===== src/rtl/alu_pkg.sv =====
`default_nettype none
// ============================================================================
// Module      : alu_pkg
// Description : Shared widths, ALU op encodings and result-queue entry type
//               for the multicore ALU subsystem.
// Revision    : 1.0 - initial release
// ============================================================================
package alu_pkg;

  localparam int JOB_W = 20;
  localparam int RES_W = 16;

  // Maximum requester-index width carried in a queue entry (up to 256 requesters)
  localparam int ID_MAX_W = 8;

  localparam logic [1:0] OP_ADD = 2'b00;
  localparam logic [1:0] OP_SUB = 2'b01;
  localparam logic [1:0] OP_MUL = 2'b10;
  localparam logic [1:0] OP_NOP = 2'b11;

  typedef struct packed {
    logic [ID_MAX_W-1:0] id;
    logic [1:0]          core;
    logic [RES_W-1:0]    data;
  } res_entry_t;

endpackage : alu_pkg
`default_nettype wire


===== src/rtl/alu_core.sv =====
`default_nettype none
// ============================================================================
// Module      : alu_core
// Description : Combinational 8-bit ALU, job {A[7:0],B[7:0],op[3:0]} -> 16-bit
//               result selected by op[1:0]. op[3:2] is a routing tag only.
// Revision    : 1.0 - initial release
// ============================================================================
module alu_core
  import alu_pkg::*;
(
  input  logic [JOB_W-1:0] job,
  output logic [RES_W-1:0] result
);

  logic [7:0] w_a;
  logic [7:0] w_b;
  logic [1:0] w_op;
  logic       w_unused_tag;

  assign w_a          = job[19:12];
  assign w_b          = job[11:4];
  assign w_op         = job[1:0];
  // The core tag travels alongside the result, it never affects arithmetic
  assign w_unused_tag = ^job[3:2];

  // Operation select; subtraction wraps in 16-bit two's complement
  always_comb begin
    result = '0;
    case (w_op)
      OP_ADD:  result = {8'h00, w_a} + {8'h00, w_b};
      OP_SUB:  result = {8'h00, w_a} - {8'h00, w_b};
      OP_MUL:  result = {8'h00, w_a} * {8'h00, w_b};
      default: result = '0;
    endcase
  end

endmodule : alu_core
`default_nettype wire


===== src/rtl/alu_job_arbiter.sv =====
`default_nettype none
// ============================================================================
// Module      : alu_job_arbiter
// Description : Round-robin arbiter sharing one ALU among NREQ requesters,
//               one registered job stage, and a credit-reserved result FIFO
//               returned over valid/ready.
//               Optional macro ALU_ARB_STATS_EN adds stat_jobs / stat_stall.
// Revision    : 1.0 - initial release
// ============================================================================
module alu_job_arbiter
  import alu_pkg::*;
#(
  parameter int NREQ       = 4,
  parameter int FIFO_DEPTH = 4
) (
  input  logic                    clk,
  input  logic                    rst,
  input  logic [NREQ-1:0]         req_valid,
  input  logic [JOB_W*NREQ-1:0]   req_opcode,
  output logic [NREQ-1:0]         req_ready,
  output logic                    res_valid,
  output logic [RES_W-1:0]        res_data,
  output logic [$clog2(NREQ)-1:0] res_id,
  output logic [1:0]              res_core,
  input  logic                    res_ready,
`ifdef ALU_ARB_STATS_EN
  output logic                    busy,
  output logic [31:0]             stat_jobs,
  output logic [31:0]             stat_stall
`else
  output logic                    busy
`endif
);

  localparam int ID_W  = $clog2(NREQ);
  localparam int PTR_W = $clog2(FIFO_DEPTH);
  localparam int CNT_W = $clog2(FIFO_DEPTH) + 1;

  logic [ID_W-1:0]   r_rr_ptr;
  logic              r_s1_valid;
  logic [JOB_W-1:0]  r_s1_job;
  logic [ID_W-1:0]   r_s1_id;
  res_entry_t        r_mem [FIFO_DEPTH];
  logic [PTR_W-1:0]  r_wr_ptr;
  logic [PTR_W-1:0]  r_rd_ptr;
  logic [CNT_W-1:0]  r_count;

  logic              w_space;
  logic              w_found;
  logic [ID_W-1:0]   w_gnt_idx;
  logic [NREQ-1:0]   w_grant;
  logic              w_accept;
  logic [JOB_W-1:0]  w_acc_job;
  logic [RES_W-1:0]  w_alu_res;
  logic              w_push;
  logic              w_pop;
  res_entry_t        w_push_entry;
  res_entry_t        w_head;
  logic              w_unused_id;

  // Credit includes the job in stage 1, so the push one cycle later always fits.
  // A same-cycle pop is deliberately not counted as free space.
  assign w_space = ((CNT_W'(r_count) + CNT_W'(r_s1_valid)) < CNT_W'(FIFO_DEPTH)) && !rst;

  // Round-robin search starting at rr_ptr, wrapping through all requesters
  always_comb begin
    w_found   = 1'b0;
    w_gnt_idx = '0;
    w_grant   = '0;
    for (int k = 0; k < NREQ; k++) begin
      if (!w_found && req_valid[(int'(r_rr_ptr) + k) % NREQ]) begin
        w_found   = 1'b1;
        w_gnt_idx = ID_W'((int'(r_rr_ptr) + k) % NREQ);
      end
    end
    if (w_found && w_space) begin
      w_grant[w_gnt_idx] = 1'b1;
    end
  end

  assign req_ready = w_grant;
  assign w_accept  = w_found && w_space;
  assign w_acc_job = req_opcode[JOB_W*int'(w_gnt_idx) +: JOB_W];

  // Arbitration pointer and stage-1 job register
  always_ff @(posedge clk or posedge rst) begin
    if (rst) begin
      r_rr_ptr   <= '0;
      r_s1_valid <= 1'b0;
      r_s1_job   <= '0;
      r_s1_id    <= '0;
    end else begin
      r_s1_valid <= w_accept;
      if (w_accept) begin
        r_rr_ptr <= (w_gnt_idx == ID_W'(NREQ - 1)) ? '0 : w_gnt_idx + 1'b1;
        r_s1_job <= w_acc_job;
        r_s1_id  <= w_gnt_idx;
      end
    end
  end

  alu_core u_alu_core (
    .job    (r_s1_job),
    .result (w_alu_res)
  );

  assign w_push            = r_s1_valid;
  assign w_pop             = res_valid && res_ready;
  assign w_push_entry.id   = ID_MAX_W'(r_s1_id);
  assign w_push_entry.core = r_s1_job[3:2];
  assign w_push_entry.data = w_alu_res;

  // Result storage; contents need no reset since count gates visibility
  always_ff @(posedge clk) begin
    if (w_push) begin
      r_mem[r_wr_ptr] <= w_push_entry;
    end
  end

  // FIFO pointers and occupancy; pointers wrap naturally at a power-of-2 depth
  always_ff @(posedge clk or posedge rst) begin
    if (rst) begin
      r_wr_ptr <= '0;
      r_rd_ptr <= '0;
      r_count  <= '0;
    end else begin
      if (w_push) r_wr_ptr <= r_wr_ptr + 1'b1;
      if (w_pop)  r_rd_ptr <= r_rd_ptr + 1'b1;
      case ({w_push, w_pop})
        2'b10:   r_count <= r_count + 1'b1;
        2'b01:   r_count <= r_count - 1'b1;
        default: r_count <= r_count;
      endcase
    end
  end

  assign w_head      = r_mem[r_rd_ptr];
  assign w_unused_id = ^w_head.id;
  assign res_valid   = (r_count != '0);
  assign res_data    = res_valid ? w_head.data : '0;
  assign res_id      = res_valid ? w_head.id[ID_W-1:0] : '0;
  assign res_core    = res_valid ? w_head.core : '0;
  assign busy        = r_s1_valid || (r_count != '0);

`ifdef ALU_ARB_STATS_EN
  // Saturating activity counters: accepted jobs and cycles stalled for credit
  always_ff @(posedge clk or posedge rst) begin
    if (rst) begin
      stat_jobs  <= '0;
      stat_stall <= '0;
    end else begin
      if (w_accept && (stat_jobs != 32'hFFFF_FFFF)) begin
        stat_jobs <= stat_jobs + 32'd1;
      end
      if ((|req_valid) && !w_accept && (stat_stall != 32'hFFFF_FFFF)) begin
        stat_stall <= stat_stall + 32'd1;
      end
    end
  end
`endif

endmodule : alu_job_arbiter
`default_nettype wire


===== config.mk =====
export PLATFORM = sky130hd
export DESIGN_NAME = alu_job_arbiter
export DESIGN_NICKNAME = d
export VERILOG_FILES = /design/src/rtl/alu_pkg.sv /design/src/rtl/alu_core.sv /design/src/rtl/alu_job_arbiter.sv
export SDC_FILE = /design/constraint.sdc
export NUM_CORES = 1
export LEC_CHECK = 0
export CORE_AREA = 5 5 222 116
export DETAILED_ROUTE_END_ITERATION = 7
export DIE_AREA = 0 0 227 121
export PLACE_DENSITY = 0.65
export SLEW_MARGIN = 20
export SYNTH_ARGS = -nofsm -noshare
export SYNTH_HDL_FRONTEND = slang
export SYNTH_SLANG_ARGS = --single-unit

===== constraint.sdc =====
create_clock -name clk -period 10.9 [get_ports clk]
set_input_delay 2.18 -clock clk [delete_from_list [all_inputs] [get_ports clk]]
set_output_delay 2.18 -clock clk [all_outputs]
set_load 0.005 [all_outputs]

**Word level (Yosys, flattened, before mapping)**

Memory sizes are Yosys's and may differ from the RTL's.
Index checks and enable logic that the tools add are counted.

- Register bits: 32
- RAM bits: 80
- Input port bits: 87
- Output and inout bits: 26
- Word-level logic and storage cells: 85
- Memories kept: 1

- Add/subtract/negate cells: 11
- Multiply operators: 2
- Order comparisons: 7
- Equal/unequal tests: 5
- Shift-type cells: 1
- Muxes and demuxes: 30
- Bitwise operators: 3
- Reduce and logical (&&, ||, !) cells: 18

Memories:

| memory | words | bits a word | read ports | clocked after memory_dff | write ports | line | text |
|---|---|---|---|---|---|---|---|
| r_mem | 4 | 20 | 1 | 0 | 1 | alu_job_arbiter.sv:43 | `res_entry_t r_mem [FIFO_DEPTH];` |

Operators with widths:

| cell | number |
|---|---|
| $shiftx A80 B8 Y20 | 1 |
| $pmux W16 S3 | 1 |
| $mul A8 B8 Y16 | 1 |
| $mux W16 | 1 |
| $mux W1 | 14 |
| $mux W2 | 7 |
| $lt A3 B4 Y1 const B | 3 |
| $add A8 B8 Y9 | 1 |
| $sub A8 B8 Y9 | 1 |
| $add A2 B1 Y2 const B | 4 |
| $bmux W1 S2 | 4 |
| $logic_and A1 B1 Y1 | 7 |
| $eq A2 B2 Y1 const B | 3 |
| $lt A2 B3 Y1 const B | 2 |
| $pmux W3 S2 | 1 |
| $reduce_or A2 Y1 | 3 |
| $mul A3 B2 Y5 const A | 1 |
| $add A2 B2 Y2 const B | 2 |
| $eq A2 B1 Y1 const B | 2 |
| $logic_not A1 Y1 | 4 |
| $mux W4 | 1 |
| $add A3 B1 Y3 | 1 |
| $add A3 B1 Y3 const B | 1 |
| $and A1 B1 Y1 const A | 3 |
| other kinds (8) | 8 |

**Longest topological paths before layout**

Gate-level depths: netlist of run 1.

- Word-level depth: 19
- Mapped depth: 16
- Depth with buffers taken out: 16

**Cells and area by module**

Synthesis of run 1 repeated with hierarchy kept, for this count alone.

- Cell total of the unflattened synthesis: 671
- Area, all modules: 7943.9 um^2

Modules (own cells, without submodules):

| module | instances | cells each | area an instance (um^2) | sequential area each (um^2) |
|---|---|---|---|---|
| alu_job_arbiter | 1 | 313 | 5006.1 | 3203.1 |
| alu_core | 1 | 358 | 2937.8 | 0.0 |

**Least setup slack after synthesis of run 1**

OpenSTA, ideal clock, no wires.

- Kind: input to output
- Start: in req_valid[0]
- End: out req_ready[0]
- Arrival: 3215 ps
- Data required time: 8720 ps
- Slack: 5505 ps
- Stages: 6
- Path buffers: 1
- Path through: a21oi_1 a2bb2oi_4 buf_4 inv_1 ha_1 and3_1

- Word-level cells in the longest chain between the ends: 17
- Elaborated cells on any way between the ends: 32

Ends and longest elaborated chain:

| item | line | text |
|---|---|---|
| start: declaration | alu_job_arbiter.sv:18 | `input logic [NREQ-1:0] req_valid,` |
| $bmux W1 S2 | alu_job_arbiter.sv:71 | `if (!w_found && req_valid[(int'(r_rr_ptr) + k) % NREQ]) begin` |
| $mux W1 (implied by the code) | alu_job_arbiter.sv:71 |  |
| $mux W1 | alu_job_arbiter.sv:71 |  |
| $logic_not A1 Y1 | alu_job_arbiter.sv:71 |  |
| $logic_and A1 B1 Y1 | alu_job_arbiter.sv:71 |  |
| $mux W1 | alu_job_arbiter.sv:71 |  |
| $logic_not A1 Y1 | alu_job_arbiter.sv:71 |  |
| $logic_and A1 B1 Y1 | alu_job_arbiter.sv:71 |  |
| (+2 left out) | - |  |
| $logic_and A1 B1 Y1 | alu_job_arbiter.sv:71 |  |
| $mux W2 * | alu_job_arbiter.sv:71 |  |
| via w_gnt_idx[1] | alu_job_arbiter.sv:50 | `logic [ID_W-1:0] w_gnt_idx;` |
| $lt A2 B3 Y1 (implied by the code) or $ge A2 B1 Y1 (tied branches) | alu_job_arbiter.sv:77 | `w_grant[w_gnt_idx] = 1'b1;` |
| $logic_and A1 B1 Y1 (implied by the code) | alu_job_arbiter.sv:77 |  |
| $mux W1 (implied by the code) | alu_job_arbiter.sv:77 |  |
| $demux W1 S2 * | alu_job_arbiter.sv:77 |  |
| $mux W4 * | alu_job_arbiter.sv:76 | `if (w_found && w_space) begin` |
| end: declaration | alu_job_arbiter.sv:20 | `output logic [NREQ-1:0] req_ready,` |

Mark *: on every way through the listed nets, which the timed path passes. The rest lies on a longest branch. The select of a mux whose other input is x is not followed.

**Worst setup path in the final report of run 1**

- Start: in req_valid[0]
- End: out req_ready[1]

- Word-level cells in the longest chain between the ends: 17
- Elaborated cells on any way between the ends: 32

Ends and longest elaborated chain:

| item | line |
|---|---|
| $bmux W1 S2 | alu_job_arbiter.sv:71 |
| $mux W1 (implied by the code) | alu_job_arbiter.sv:71 |
| $mux W1 | alu_job_arbiter.sv:71 |
| $logic_not A1 Y1 | alu_job_arbiter.sv:71 |
| $logic_and A1 B1 Y1 | alu_job_arbiter.sv:71 |
| $mux W1 | alu_job_arbiter.sv:71 |
| $logic_not A1 Y1 | alu_job_arbiter.sv:71 |
| $logic_and A1 B1 Y1 | alu_job_arbiter.sv:71 |
| $mux W1 | alu_job_arbiter.sv:71 |
| $logic_not A1 Y1 | alu_job_arbiter.sv:71 |
| $logic_and A1 B1 Y1 | alu_job_arbiter.sv:71 |
| $mux W2 | alu_job_arbiter.sv:71 |
| $lt A2 B3 Y1 (implied by the code) or $ge A2 B1 Y1 (tied branches) | alu_job_arbiter.sv:77 |
| $logic_and A1 B1 Y1 (implied by the code) | alu_job_arbiter.sv:77 |
| $mux W1 (implied by the code) | alu_job_arbiter.sv:77 |
| $demux W1 S2 | alu_job_arbiter.sv:77 |
| $mux W4 * | alu_job_arbiter.sv:76 |

Every way passes the cells marked *; elsewhere a longest branch is shown, timed or not. The select of a mux whose other input is x is not followed.

==> summary.txt, run 1 <==
Place
  • Pre-CTS setup slack: 4.07 ns
  • Dpl hpwl: 15.0 mm
  • IO buf count: around 110
  • GPL Wtd Cong: 0.923
  • Post-Place Cells: 1094

Clock tree
  • Clock buffer depth: 2
  • CTS sink cnt: around 110
  • CTS tree: built
  • Total CTS buffers: 9
  • Post-cts hold buffer count: 0
  • Setup Buffers After CTS: 0
  • Root Driver: clkbuf_16
  • Htree depth: 3
  • Clock latency on the worst-skew pair: 0.36 ns
  • CTS-repair resized insts: 0
  • CTS clk-pin slew, worst paths: 0.07 ns

Setup path
  • Top delay family on crit path: buffers and inverters
  • Crit path launch type: input pin
  • Reg2reg end: r_mem[0][12]
  • Slowest cell on crit path: buf_4
  • R2R setup slack: 5.97 ns
  • Critical path class: input pin to output port
  • Critical-path maximum fanout: between 40 and 50
  • Worst path max stage delay: 0.57 ns
  • Worst path cell trace: clkdlybuf4s50_1 > a21oi_1 > a2bb2oi_4 > buf_4 > inv_1 > ha_1 > and3_1 > clkdlybuf4s50_1
  • Crit path top cell by count: clkdlybuf4s50_1
  • CP endpoint kind: output port
  • Reg2Reg Launch Point: r_s1_job[13]
  • Worst Reg-to-Reg Cells: 13
  • CP bufs+invs: 4
  • CP required: 8.72 ns
  • Critical path arrival: 4.66 ns

Synthesis
  • Seq/Total Area, Yosys: 0.395
  • Synth Area in Compound Gates: 0.103
  • Adder-Cell Fraction of Synth Area: 0.190
  • Post-Synth XOR/XNOR Area: 0.0193
  • Simple-gate share of the synthesized area: 0.128
  • Main combinational cell family by area after synthesis: adder cells
  • Share of synthesized registers carrying an async set or reset: 0.286
  • Syn_nets: 874
  • Multiplexer share of the synthesized area: 0.114
  • Yosys warning total: 0
  • #FFs+latches synth: 112
  • Netlist cell types: 63
  • Syn_area_per_cell: 11.8 um^2
  • Post-Synthesis Cells: 687
  • Synth Cell Area: 8110 um^2
  • Post-synth EDFFs: 80
  • Primary flip-flop cell chosen by synthesis mapping: edfxtp_1

STA
  • Slew @ Worst Pin: ~1.1 ns
  • Final count of hold timing violations: 0
  • Max Slew Vio Count: 0
  • Setup_tns: 0 ns
  • Max transition margin: 0.297
  • Final Setup Violations: 0
  • Tmin final: 6.84 ns
  • Clock skew: 0.00920 ns
  • Setup ws final: 4.06 ns
  • RSZ-0062 raised after global routing: no
  • Period Utilization, post-route: 0.628
  • FMAX: 146 MHz

Power
  • PD cells: 347 nW/um^2
  • Power, Total: 0.00341 W
  • Leakage power: 4.03 nW
  • Worst VDD drop: 170 uV

Cells and area
  • N_diodes: 0
  • Final Net Count: 978
  • Fillers: 2231
  • Commonest non-fill, non-tap cell in the layout: clkdlybuf4s50_1
  • Most frequent cells in the layout: clkdlybuf4s50_1 (112), edfxtp_1 (80), inv_1 (73), and2_1 (64), ha_1 (61)
  • Layout Utilization: 0.417
  • Share of cells above drive strength 1: 0.0917
  • Synthesis-to-finish area growth: 21.2%
  • Post-Layout Cell Count: 1111

Floorplanning
  • Core box area: 23600 um^2
  • Initial Utilization: 0.344
  • Row cnt: 40
  • Die width: roughly 230 um
  • Die area: 27500 um^2
  • Num ports: 113
  • Die Y: 121 um

Flow run
  • Max cap viols: 0

Global route
  • Antenna violations before repair: 0
  • Largest net degree at the start of global routing: 44
  • Final global-route overflow total: 0
  • First-pass GRT wire length: 32.1 mm
  • Vias in the first global route: roughly 5900
  • GRT Resource Usage Total: 0.147

Hold path
  • Hold_sp: r_count[0]
  • Hold depth: 1
  • Hold endpoint: r_count[0]
  • Hold Path Class: flop to flop

Detailed routing
  • DRC viols: 0
  • 1st-pass router iterations: 5
  • DR WL/cell: around 17 um
  • Routed Antenna Nets: 0
  • Total number of vias: ~5600
  • Initial DRC Count: 370
  • Routed WL: 19.2 mm
  • Via density: about 5

Status
  • Status: complete, no violations
-- worst max-delay path by stage --
stage	from	to	depth (start not counted)
floorplan	req_valid[0]	req_ready[0]	6
global placement	req_valid[0]	req_ready[1]	8
detailed placement	req_valid[0]	req_ready[1]	8
CTS	req_valid[0]	req_ready[1]	8
global route	req_valid[0]	req_ready[1]	8
finish	req_valid[0]	req_ready[1]	8
-- metal layers --
layer	GRT usage	wire length, um
met1	0.231	10000
met2	0.205	7560
met3	0.0389	1470
met4	0.0235	123
met5	0	0
-- final cells by class --
class / instances / area, um^2 / share of cell area
multi-input cells: 477 / 4490 / 0.458
flip-flops and latches: 112 / 3200 / 0.326
repair buffers: 116 / 1160 / 0.118
well taps: 315 / 394 / 0.0401
inverters: 75 / 283 / 0.0288
clock buffers: 9 / 225 / 0.0229
clock inverters: 7 / 62.6 / 0.00637
-- state kept, by name, summed over array words and instances, names as in the netlist --
name,cells
r_rd_ptr,2
r_count,3
r_s1_job,20
r_wr_ptr,2
r_s1_valid,1
r_rr_ptr,2
r_mem,80
r_s1_id,2
-- cell families after synthesis --
logic type | Yosys count
xor+xnor | 17
flops | 112
compound gates | 101
buf+inv | 98
mux | 67
simple gates | 192
fa+ha+maj | 100
-- through the flow --
stage | area [um^2] | hold slack, ns
after floorplan | 8110 | 0.476
after global placement | 9510 | 0.519
after detailed placement | 9510 | 0.531
after CTS | 9800 | 0.541
after global routing | 9820 | 0.564
final | 9820 | 0.533
-- cells in the mapped netlist (16+ instances only) --
cell,number,area [um^2]
edfxtp_1,80,2400
inv_1,73,274
and2_1,67,419
ha_1,61,763
nand2_1,49,184
mux2i_1,47,470
fa_1,39,781
dfrtp_1,32,801
o21ai_0,23,115
nor2_1,22,82.6
mux4_2,20,450
o221ai_2,19,285
a21oi_1,16,80.1
-- power by group --
part | switching (W) | leakage, nW | internal, W
Combinational | 0.00122 | 2.77 | 0.000978
Sequential | 0.000183 | 1.13 | 0.000703
Clock | 0.000158 | 0.132 | 0.000160
Note: power is estimated with default switching activity, not from simulation.
==> run 2: changes to the inputs <==
PLACE_DENSITY = 0.67   (was 0.65)
clock period = 6.28 ns   (was 10.9 ns; I/O delays follow)
==> run 2 against run 1 <==
Against the previous run:
- cell count did not move
- critical path depth rose by 5
- clock-buffer cell count rose by 2
- sequential power rose by 73%
- final area rose by 0.19%
- first-iteration DRC count fell by 1.1%
- sequential share of layout area fell by 0.062 points
- largest cell class unchanged
==> summary.txt, run 2 (same netlist as run 1, synthesis figures left out) <==
Status
  • Status: complete, no violations

Power
  • Leakage power: 4.05 nW (+0.48%)
  • PD cells: 606 nW/um^2 (+75%)
  • Logic pwr share: 0.644 (-0.002)
  • Internal power: 0.00325 W (+77%)
  • Worst VDD drop: 336 uV (+97%)
  • Seq pwr share: 0.256 (-0.004)
  • Switching share of power: 0.454 (-0.00514)
  • Psw: 0.00271 W (+73%)
  • Clock power share: 0.100 (+0.007)

Cells and area
  • Most frequent cells in the layout: clkdlybuf4s50_1 (112), edfxtp_1 (80), inv_1 (73), and2_1 (65), ha_1 (61)
  • Share of cells above drive strength 1: 0.0892 (-0.00251)
  • Post-route cell area: 9840 um^2 (+0.19%)
  • N_diodes: 0 (unchanged)
  • Largest register FFs: 80 (unchanged)
  • Top flop regs: r_mem: 80 flops, r_s1_job: 20 flops, r_count: 3 flops
  • Synthesis-to-finish area growth: 21.4%
  • Commonest non-fill, non-tap cell in the layout: clkdlybuf4s50_1
  • Reg with most FFs: r_mem
  • Final Net Count: 978 (unchanged)
  • Fillers: 2208 (-1.0%)
  • Layout Utilization: 0.417 (+0.000796)

Floorplanning
  • Die area: 27500 um^2 (unchanged)
  • Num ports: 113 (unchanged)
  • Row cnt: 40 (unchanged)
  • Core box area: 23600 um^2 (unchanged)
  • Die Y: 121 um (unchanged)
  • Die width: 227 um (unchanged)
  • Initial Utilization: 0.344 (unchanged)

STA
  • Slew @ Worst Pin: 1.08 ns (+0.0289 ns)
  • Max Slew Vio Count: 0 (unchanged)
  • Setup_tns: 0 ns (unchanged)
  • Final count of hold timing violations: 0 (unchanged)
  • RSZ-0062 raised after global routing: no
  • Period Utilization, post-route: 0.804
  • Final Setup Violations: 0 (unchanged)
  • Clock skew: 0.0112 ns (+0.00205 ns)
  • Max transition margin: 0.278 (-0.0193)
  • FMAX: 198 MHz
  • Tmin final: a little over 5 ns
  • Hold Worst Slack: 0.528 ns (-0.00520 ns)

Clock tree
  • Post-cts hold buffer count: 0 (unchanged)
  • Clock latency on the worst-skew pair: 0.36 ns (about the same)
  • CTS tree: built
  • CTS clk-pin slew, worst paths: 0.08 ns (about the same)
  • Total CTS buffers: 9 (unchanged)
  • CTS sink cnt: 112 (unchanged)
  • Setup Buffers After CTS: 0 (unchanged)
  • CTS-repair resized insts: 0 (unchanged)
  • Root Driver: clkbuf_16
  • Htree depth: 3 (unchanged)
  • Clock buffer depth: 2 (unchanged)

Setup path
  • R2R setup slack: 1.23 ns (-4.74 ns)
  • Critical-path maximum fanout: 10 (-77%)
  • Reg2Reg Launch Point: r_s1_job[16]
  • Critical path arrival: 5.10 ns (+0.44 ns)
  • Crit path launch type: flop
  • CP required: 6.33 ns (-2.39 ns)
  • CP endpoint kind: flop
  • Critical path class: flop to flop
  • Worst Reg-to-Reg Cells: 13 (unchanged)
  • Reg2reg end: r_mem[1][11]

Detailed routing
  • Initial DRC Count: 366 (-1.1%)
  • DRC viols: 0 (unchanged)
  • Routed Antenna Nets: 0 (unchanged)
  • DR WL/cell: 17.5 um (+1.5%)
  • Total number of vias: 5601 (+0.30%)
  • 1st-pass router iterations: 5 (unchanged)
  • Via density: 5.04 (+0.30%)
  • Routed WL: 19.4 mm (+1.5%)

Global route
  • First-pass GRT wire length: 32.6 mm (+1.6%)
  • GRT Resource Usage Total: 0.151 (+0.00371)
  • Vias in the first global route: 5942 (+1.5%)
  • Antenna violations before repair: 0 (unchanged)
  • Final global-route overflow total: 0 (unchanged)
  • Largest net degree at the start of global routing: 33 (-25%)

Hold path
  • Hold Path Class: flop to flop
  • Hold depth: 1 (unchanged)
  • Hold_sp: r_wr_ptr[0]
  • Hold endpoint: r_wr_ptr[0]

Place
  • GPL Wtd Cong: 0.873 (-5.4%)
  • IO buf count: 112 (unchanged)
  • Dpl hpwl: 15.3 mm (+1.9%)
  • Placement Cell Area: 9510 um^2 (unchanged)

Flow run
  • Max cap viols: 0 (unchanged)
[run 2: layer usage]
metal / track usage / share of wire
met3: 0.0394 / 0.068
met5: 0 / 0
met4: 0.0213 / 0.0046
met1: 0.240 / 0.53
met2: 0.208 / 0.40
[run 2: final cells by class]
class / count / area, um^2 / share of cell area
timing repair buffer: 116 / 1160 / 0.118
inverter: 75 / 283 / 0.0287
clock inverter: 5 / 65.1 / 0.00661
sequential: 112 / 3200 / 0.326
clock buffer: 11 / 243 / 0.0247
tap: 315 / 394 / 0.0401
multi-input combinational: 477 / 4490 / 0.457
[run 2: worst max-delay path by stage]
stage                  from           end  slack, ns  cells after the start
4_1_cts        r_s1_job[16]  r_mem[1][11]       1.30                     13
3_5_place_dp   r_s1_job[16]  r_mem[1][11]       1.34                     13
6_report       r_s1_job[16]  r_mem[1][11]       1.23                     13
2_1_floorplan  r_s1_job[13]  r_mem[0][11]       2.04                     13
3_3_place_gp   r_s1_job[16]  r_mem[0][11]       1.34                     13
5_1_grt        r_s1_job[16]  r_mem[1][11]       1.04                     13
[run 2: through the flow]
step                      worst slack (ns)  power, W  std cells
after floorplan                       2.04   0.00422        687
after global placement                1.34   0.00533       1094
after detailed placement              1.34   0.00536       1094
after CTS                             1.30   0.00599       1110
after global routing                  1.04   0.00660       1111
final                                 1.23   0.00596       1111
[run 2: worst max-delay path: stages (launching register included)]
cell and delay (ns):
dfrtp_1 0.60, ha_1 0.40, fa_1 0.46, fa_1 0.48, fa_1 0.55, inv_1 0.05
fa_1 0.53, inv_1 0.04, ha_1 0.38, nand3_1 0.13, and2_1 0.18, a31oi_1 0.23
nor3_1 0.07, o31ai_1 0.63
[run 2: power by group through the flow]
stage,Combinational (W),Sequential (W),Clock [W]
3_5_place_dp,0.00382,0.00154,0
4_1_cts,0.00386,0.00153,0.000610
2_1_floorplan,0.00285,0.00137,0
3_3_place_gp,0.00380,0.00153,0
6_report,0.00384,0.00153,0.000596
5_1_grt,0.00439,0.00157,0.000641
